===== config.mk =====
export PLATFORM = sky130hd
export DESIGN_NAME = key_sw_io
export DESIGN_NICKNAME = d
export VERILOG_FILES = /design/src/rtl/key_sw_io_pkg.sv /design/src/rtl/key_sw_io_debounce.sv /design/src/rtl/key_sw_io.sv
export SDC_FILE = /design/constraint.sdc
export NUM_CORES = 1
export LEC_CHECK = 0
export BUFFER_PORTS_ARGS = -buffer_cell sky130_fd_sc_hd__buf_2
export CORE_MARGIN = 4
export CORE_UTILIZATION = 59
export DETAILED_ROUTE_END_ITERATION = 10
export GPL_ROUTABILITY_DRIVEN = 0
export HOLD_SLACK_MARGIN = 0.15
export PLACE_DENSITY = 0.85
export SLEW_MARGIN = 0
export SYNTH_ARGS = -nofsm -noshare
export SYNTH_HDL_FRONTEND = slang
export SYNTH_SLANG_ARGS = --single-unit

===== constraint.sdc =====
create_clock -name clk -period 3.84 [get_ports clk]
set_input_delay 0.192 -clock clk [delete_from_list [all_inputs] [get_ports clk]]
set_output_delay 0.192 -clock clk [all_outputs]
set_load 0.005 [all_outputs]

===== src/rtl/key_sw_io_pkg.sv =====
// Shared constants and address decode for the KEY/SW memory-mapped input responder.
package key_sw_io_pkg;

    // Register addresses on the processor data bus
    localparam logic [31:0] ADDR_KEY   = 32'hF0000010;
    localparam logic [31:0] ADDR_SW    = 32'hF0000014;
    localparam logic [31:0] ADDR_KSTAT = 32'hF0000110;
    localparam logic [31:0] ADDR_SSTAT = 32'hF0000114;
    localparam logic [31:0] ADDR_CTRL  = 32'hF0000120;

    // Board input widths
    localparam int NUM_KEYS = 4;
    localparam int NUM_SW   = 10;
    localparam int NUM_IN   = NUM_KEYS + NUM_SW;

    // KSTAT fields
    localparam int KFLAG_LSB = 0;
    localparam int KFLAG_MSB = 3;
    localparam int KOVR_BIT  = 4;

    // SSTAT fields
    localparam int SFLAG_BIT = 0;
    localparam int SOVR_BIT  = 1;

    // CTRL fields
    localparam int KIE_LSB = 0;
    localparam int KIE_MSB = 3;
    localparam int SIE_BIT = 4;

    // Default debounce timing: one sample every TICK_DIV clocks, SAMPLES agreeing samples to accept
    localparam int DEFAULT_TICK_DIV = 50000;
    localparam int DEFAULT_SAMPLES  = 8;

    typedef enum logic [2:0] {
        SEL_NONE,
        SEL_KEY,
        SEL_SW,
        SEL_KSTAT,
        SEL_SSTAT,
        SEL_CTRL
    } regSel_t;

    // Maps a bus address onto the register it selects (SEL_NONE when unmapped)
    function automatic regSel_t decodeAddr(input logic [31:0] a);
        case (a)
            ADDR_KEY:   return SEL_KEY;
            ADDR_SW:    return SEL_SW;
            ADDR_KSTAT: return SEL_KSTAT;
            ADDR_SSTAT: return SEL_SSTAT;
            ADDR_CTRL:  return SEL_CTRL;
            default:    return SEL_NONE;
        endcase
    endfunction

endpackage


===== src/rtl/key_sw_io_debounce.sv =====
// Single-bit debouncer: accepts a new level only after SAMPLES consecutive ticks disagree with it.
module io_debounce #(
    parameter int SAMPLES = 8
) (
    input  logic clk,
    input  logic reset,
    input  logic tick,
    input  logic sample,
    output logic st,
    output logic rise,
    output logic fall
);

    localparam int CW = (SAMPLES > 1) ? $clog2(SAMPLES) : 1;
    localparam logic [CW-1:0] CNT_LAST = CW'(SAMPLES - 1);

    logic          r_st;
    logic [CW-1:0] r_cnt;
    logic          w_accept;

    // The level flips on the tick that completes the run of disagreeing samples
    assign w_accept = tick && (sample != r_st) && (r_cnt == CNT_LAST);
    assign st       = r_st;
    assign rise     = w_accept && sample;
    assign fall     = w_accept && !sample;

    // Count disagreeing ticks; any agreeing tick restarts the run
    always_ff @(posedge clk or negedge reset) begin
        if (!reset) begin
            r_st  <= 1'b0;
            r_cnt <= '0;
        end else if (tick) begin
            if (sample == r_st) begin
                r_cnt <= '0;
            end else if (r_cnt == CNT_LAST) begin
                r_st  <= sample;
                r_cnt <= '0;
            end else begin
                r_cnt <= r_cnt + 1'b1;
            end
        end
    end

endmodule


===== src/rtl/key_sw_io.sv =====
// Memory-mapped KEY/SW responder: synchronise, debounce, sticky event flags and level interrupt.
module key_sw_io
    import key_sw_io_pkg::*;
#(
    parameter int TICK_DIV = DEFAULT_TICK_DIV,
    parameter int SAMPLES  = DEFAULT_SAMPLES
) (
    input  logic        clk,
    input  logic        reset,
    input  logic [31:0] addr,
    input  logic        wrEn,
    input  logic [31:0] wrData,
    output logic [31:0] rdData,
    output logic        hit,
    input  logic [3:0]  KEY,
    input  logic [9:0]  SW,
    output logic        irq
);

    localparam int TCW = (TICK_DIV > 1) ? $clog2(TICK_DIV) : 1;
    localparam logic [TCW-1:0] TICK_LAST = TCW'(TICK_DIV - 1);

    logic [NUM_KEYS-1:0] r_keySync1, r_keySync2;
    logic [NUM_SW-1:0]   r_swSync1, r_swSync2;
    logic [TCW-1:0]      r_tickCnt;
    logic                w_tick;

    logic [NUM_IN-1:0]   w_sample, w_st, w_rise, w_fall;
    logic [NUM_KEYS-1:0] w_keySt, w_keyPress;
    logic [NUM_SW-1:0]   w_swSt;
    logic                w_swChange;

    logic [KFLAG_MSB:KFLAG_LSB] r_kflag;
    logic                       r_kovr;
    logic                       r_sflag, r_sovr;
    logic [KIE_MSB:KIE_LSB]     r_kie;
    logic                       r_sie;
    logic                       r_irq;

    regSel_t             w_sel;
    logic                w_wrKstat, w_wrSstat, w_wrCtrl;
    logic [KOVR_BIT:0]   w_kClr;
    logic [SOVR_BIT:0]   w_sClr;

    // Key releases and the upper write-data bits have no function here
    logic w_unusedBits;
    assign w_unusedBits = ^{w_fall[NUM_KEYS-1:0], wrData[31:SIE_BIT+1]};

    // Two-flop synchronisers; keys are inverted first so 1 means pressed
    always_ff @(posedge clk or negedge reset) begin
        if (!reset) begin
            r_keySync1 <= '0;
            r_keySync2 <= '0;
            r_swSync1  <= '0;
            r_swSync2  <= '0;
        end else begin
            r_keySync1 <= ~KEY;
            r_keySync2 <= r_keySync1;
            r_swSync1  <= SW;
            r_swSync2  <= r_swSync1;
        end
    end

    // Free-running divider producing the one-cycle debounce sample tick
    always_ff @(posedge clk or negedge reset) begin
        if (!reset)      r_tickCnt <= '0;
        else if (w_tick) r_tickCnt <= '0;
        else             r_tickCnt <= r_tickCnt + 1'b1;
    end

    assign w_tick   = (r_tickCnt == TICK_LAST);
    assign w_sample = {r_swSync2, r_keySync2};

    for (genvar gi = 0; gi < NUM_IN; gi++) begin : g_deb
        io_debounce #(.SAMPLES(SAMPLES)) u_deb (
            .clk    (clk),
            .reset  (reset),
            .tick   (w_tick),
            .sample (w_sample[gi]),
            .st     (w_st[gi]),
            .rise   (w_rise[gi]),
            .fall   (w_fall[gi])
        );
    end

    assign w_keySt    = w_st[NUM_KEYS-1:0];
    assign w_swSt     = w_st[NUM_IN-1:NUM_KEYS];
    assign w_keyPress = w_rise[NUM_KEYS-1:0];
    assign w_swChange = |(w_rise[NUM_IN-1:NUM_KEYS] | w_fall[NUM_IN-1:NUM_KEYS]);

    assign w_sel     = decodeAddr(addr);
    assign hit       = (w_sel != SEL_NONE);
    assign w_wrKstat = wrEn && (w_sel == SEL_KSTAT);
    assign w_wrSstat = wrEn && (w_sel == SEL_SSTAT);
    assign w_wrCtrl  = wrEn && (w_sel == SEL_CTRL);
    assign w_kClr    = w_wrKstat ? wrData[KOVR_BIT:0] : '0;
    assign w_sClr    = w_wrSstat ? wrData[SOVR_BIT:0] : '0;

    // Sticky flags: a new event beats a simultaneous clear, and that collision is not an overrun
    always_ff @(posedge clk or negedge reset) begin
        if (!reset) begin
            r_kflag <= '0;
            r_kovr  <= 1'b0;
            r_sflag <= 1'b0;
            r_sovr  <= 1'b0;
        end else begin
            r_kflag <= (r_kflag & ~w_kClr[KFLAG_MSB:KFLAG_LSB]) | w_keyPress;
            r_kovr  <= (r_kovr & ~w_kClr[KOVR_BIT])
                     | (|(w_keyPress & r_kflag & ~w_kClr[KFLAG_MSB:KFLAG_LSB]));
            r_sflag <= (r_sflag & ~w_sClr[SFLAG_BIT]) | w_swChange;
            r_sovr  <= (r_sovr & ~w_sClr[SOVR_BIT])
                     | (w_swChange & r_sflag & ~w_sClr[SFLAG_BIT]);
        end
    end

    // Interrupt enables, loaded whole on a CTRL write
    always_ff @(posedge clk or negedge reset) begin
        if (!reset) begin
            r_kie <= '0;
            r_sie <= 1'b0;
        end else if (w_wrCtrl) begin
            r_kie <= wrData[KIE_MSB:KIE_LSB];
            r_sie <= wrData[SIE_BIT];
        end
    end

    // Registered interrupt, one cycle behind the flags and enables
    always_ff @(posedge clk or negedge reset) begin
        if (!reset) r_irq <= 1'b0;
        else        r_irq <= (|(r_kflag & r_kie)) | (r_sflag & r_sie);
    end

    assign irq = r_irq;

    // Read mux; reads have no side effects and unmapped addresses return zero
    always_comb begin
        rdData = '0;
        case (w_sel)
            SEL_KEY:   rdData[NUM_KEYS-1:0] = w_keySt;
            SEL_SW:    rdData[NUM_SW-1:0]   = w_swSt;
            SEL_KSTAT: begin
                rdData[KFLAG_MSB:KFLAG_LSB] = r_kflag;
                rdData[KOVR_BIT]            = r_kovr;
            end
            SEL_SSTAT: begin
                rdData[SFLAG_BIT] = r_sflag;
                rdData[SOVR_BIT]  = r_sovr;
            end
            SEL_CTRL: begin
                rdData[KIE_MSB:KIE_LSB] = r_kie;
                rdData[SIE_BIT]         = r_sie;
            end
            default: ;
        endcase
    end

endmodule


==> metrics.yaml <==
r2r_slack_ns: 1.36
r2r_start: "r_tickCnt[11]"
ant_nets: 0
via_per_inst: 5.747
fin_skew_ns: 0.01050
drv_cap: 0
slew_headroom: 0.2893
grt_first_pass_wirelength_mm: 20.62
fin_crit_sh: 0.6879
die_width_um: 104.2
synthToLayoutAreaGrowth_pct: 20.29
synth_edf_count: 0
io_pins: 115
rows: 34
rsz0062_at_grt: "no"
clkTransAtPathRegs_ns: 0.05
ctsRootBufferMaster: "clkbuf_8"
startpoint: "addr[25]"
firstDrtPassIters: 5
die_height_um: 104.2
top_usage_layer: "met2"
setup_viol: 0
ys_async_sr_fraction: 1.000
initial_utilization: 0.6175
cts_resized: 0
routedWlPerCell_um: 16.52
cp_data_arrival_time_ns: 2.45
synth_most_common_cell: "dfrtp_1"
drive_gt1_frac: 0.2026
dr.first_iter.drc_count: 341
holdWs_ns: 0.1800
p_int_mw: 2.144
synth_area_leaders: "dfrtp_1 52%, nand2_1 7.2%, ha_1 6.6%"
clockBufferDepth: 2
syn_inst: 515
drc_errors: 0
worstHoldStart: "addr[2]"
fin_tns_setup_ns: 0
coreArea_mm2: 0.008848
seqPwrFrac: 0.441
worstSkewPairLatency_ns: 0.50
cp-end-kind: "output port"
cp-start-kind: "primary input"
pwr-share-clk: 0.520
n_antenna_cell: 0
met1_usage: 0.2857
cts_setup_buffers: 0
critPathRequiredTime_ns: 3.65
p_sw_mw: 0.6128
synth_warnings: 0
hold_path_class: "in2reg"
path_max_fanout: 5
synth_cell_types: 51
p_sw_frac: 0.2223
synth_top_area_share: 0.5175
ir_drop_mv: 0.3090
finalMaxSlewViolations: 0
grt_pass1_vias: 4300
num_vias: 4195
cts_hold_buf: 23
outcome: "finished, final reports clean"
antenna_found_initial: 0
grt_max_degree: 52
finalHoldViolCount: 0
synth_top_cell_by_area: "dfrtp_1"
worst-setup-path-type: "in2out"
final.fill_count: 583
synthTopCellsByCount: "113 x dfrtp_1, 105 x nand2_1, 49 x nand3_1, 29 x ha_1, 27 x nor2_1"
met3_usage: 0.04035
numCtsBuffers: 17
synth-seq-area-share: 0.5175
grt.total_usage: 0.2365
avgSynthCellArea_um2: 10.61
max_freq_mhz: 378.6
combPwrFrac: 0.039
setup.worst_path.end: "rdData[6]"
yosys_most_used_dff: "dfrtp_1"
wl_mm: 12.06
p_per_area_mw_per_mm2: 419.4
worst_pin_slew_ns: 1.062
finalNetCount: 719
hpwl_mm: 7.630
grt_remaining_overflow: 0
dieArea_mm2: 0.01086
reg2reg_to: "g_deb[8].u_deb.r_cnt[0]"
grtUsageMet2: 0.4192
p_leak_nw: 3.536
port_buffers: 65
synth_seq_cells: 113
period_needed_ns: 2.642
syn_area_mm2: 0.005464
reg2reg_depth: 4
cts_tree: "yes"
htree_levels: 4
numClockSinks: 113
-- routing by layer --
layer / share of wire / wire length (um)
met3: 0.055 / 660
met4: 0.020 / 242
met2: 0.54 / 6485
met5: 0 / 0
met1: 0.39 / 4668
-- power by group through the flow --
stage                     combinational (mW)  clock (mW)  sequential [mW]
final                                  0.108        1.43             1.22
after global routing                   0.122        1.51             1.22
after CTS                              0.108        1.46             1.22
after detailed placement              0.0885           0             1.24
after global placement                0.0854           0             1.24
after floorplan                       0.0477           0             1.23
-- flip-flops by register name, summed over array words and instances (netlist names) --
name	cells
r_kie	4
r_sflag	1
r_sovr	1
r_swSync1	10
r_keySync2	4
r_kflag	4
r_tickCnt	16
r_keySync1	4
irq	1
g_deb.u_deb.st	14
r_sie	1
r_kovr	1
r_swSync2	10
g_deb.u_deb.r_cnt	42
-- stage by stage --
stage	power, mW	cells	utilization	setup slack (ns)	area (um2)
floorplan	1.282	536	-	1.696	5543
global placement	1.321	675	0.6538	1.258	5786
detailed placement	1.325	675	0.6538	1.187	5786
CTS	2.779	730	0.7428	1.174	6573
global route	2.854	730	0.7428	0.9760	6573
finish	2.757	730	0.7428	1.198	6573
-- logic make-up (layout without fill, tap and decap cells) --
| family | after synthesis | after routing | synth area share |
|---|---|---|---|
| xor gates and xnor gates | 33 | 33 | 0.05290 |
| and+or+nand+nor | 237 | 237 | 0.2141 |
| buffers and inverters | 45 | 131 | 0.05061 |
| AOI/OAI and AO/OA | 33 | 33 | 0.04488 |
| other | 1 | 22 | 0.0006863 |
| DFF | 113 | 113 | 0.5175 |
| adders and majority gates | 29 | 29 | 0.06641 |
| muxes | 24 | 24 | 0.05290 |
-- layout make-up --
type | count | area, um2 | share of cell area
repair buffers | 92 | 588.1 | 0.08947
clock buffers | 20 | 445.4 | 0.06777
clock inverters | 12 | 111.4 | 0.01694
multi-input cells | 378 | 2439 | 0.3710
inverters | 7 | 26.28 | 0.003998
well taps | 108 | 135.1 | 0.02056
flip-flops and latches | 113 | 2828 | 0.4302
-- worst min-delay path by stage --
stage	to	cells after the start
after floorplan	g_deb[0].u_deb.r_cnt[0]	0
after global placement	r_kie[0]	1
after detailed placement	r_kie[0]	1
after CTS	r_sflag	4
after global routing	r_sflag	4
final	r_sflag	4
-- cell usage in the layout (no fill, tap or decap), types with 3 or more instances in the layout --
master	synthesis	routed
nor3_1	8	8
clkbuf_16	0	16
and2_1	6	6
a22o_1	4	4
clkinv_4	0	5
nor2_1	27	27
or3_1	3	3
a21o_1	7	7
clkinv_2	0	3
o21ai_0	7	7
conb_1	1	22
mux2i_1	3	3
xnor2_1	11	11
mux2_2	18	18
nand3_1	49	49
clkbuf_8	0	3
buf_2	5	64
nand2_1	105	105
dfrtp_1	113	113
buf_4	23	5
clkinvlp_4	0	3
dlygate4sd3_1	0	23
and3_1	5	5
inv_1	7	7
nor4_1	10	10
nor4_4	3	3
xor2_1	22	22
ha_1	29	29
nand4_1	5	5
-- worst max-delay path: stages --
cell	delay, ns
buf_2	0.10
nor4b_1	0.40
nand4_1	0.25
or3_1	0.41
nor3b_1	0.74
and2_1	0.24
buf_2	0.11
No activity file was read; power rests on OpenSTA's default activity.
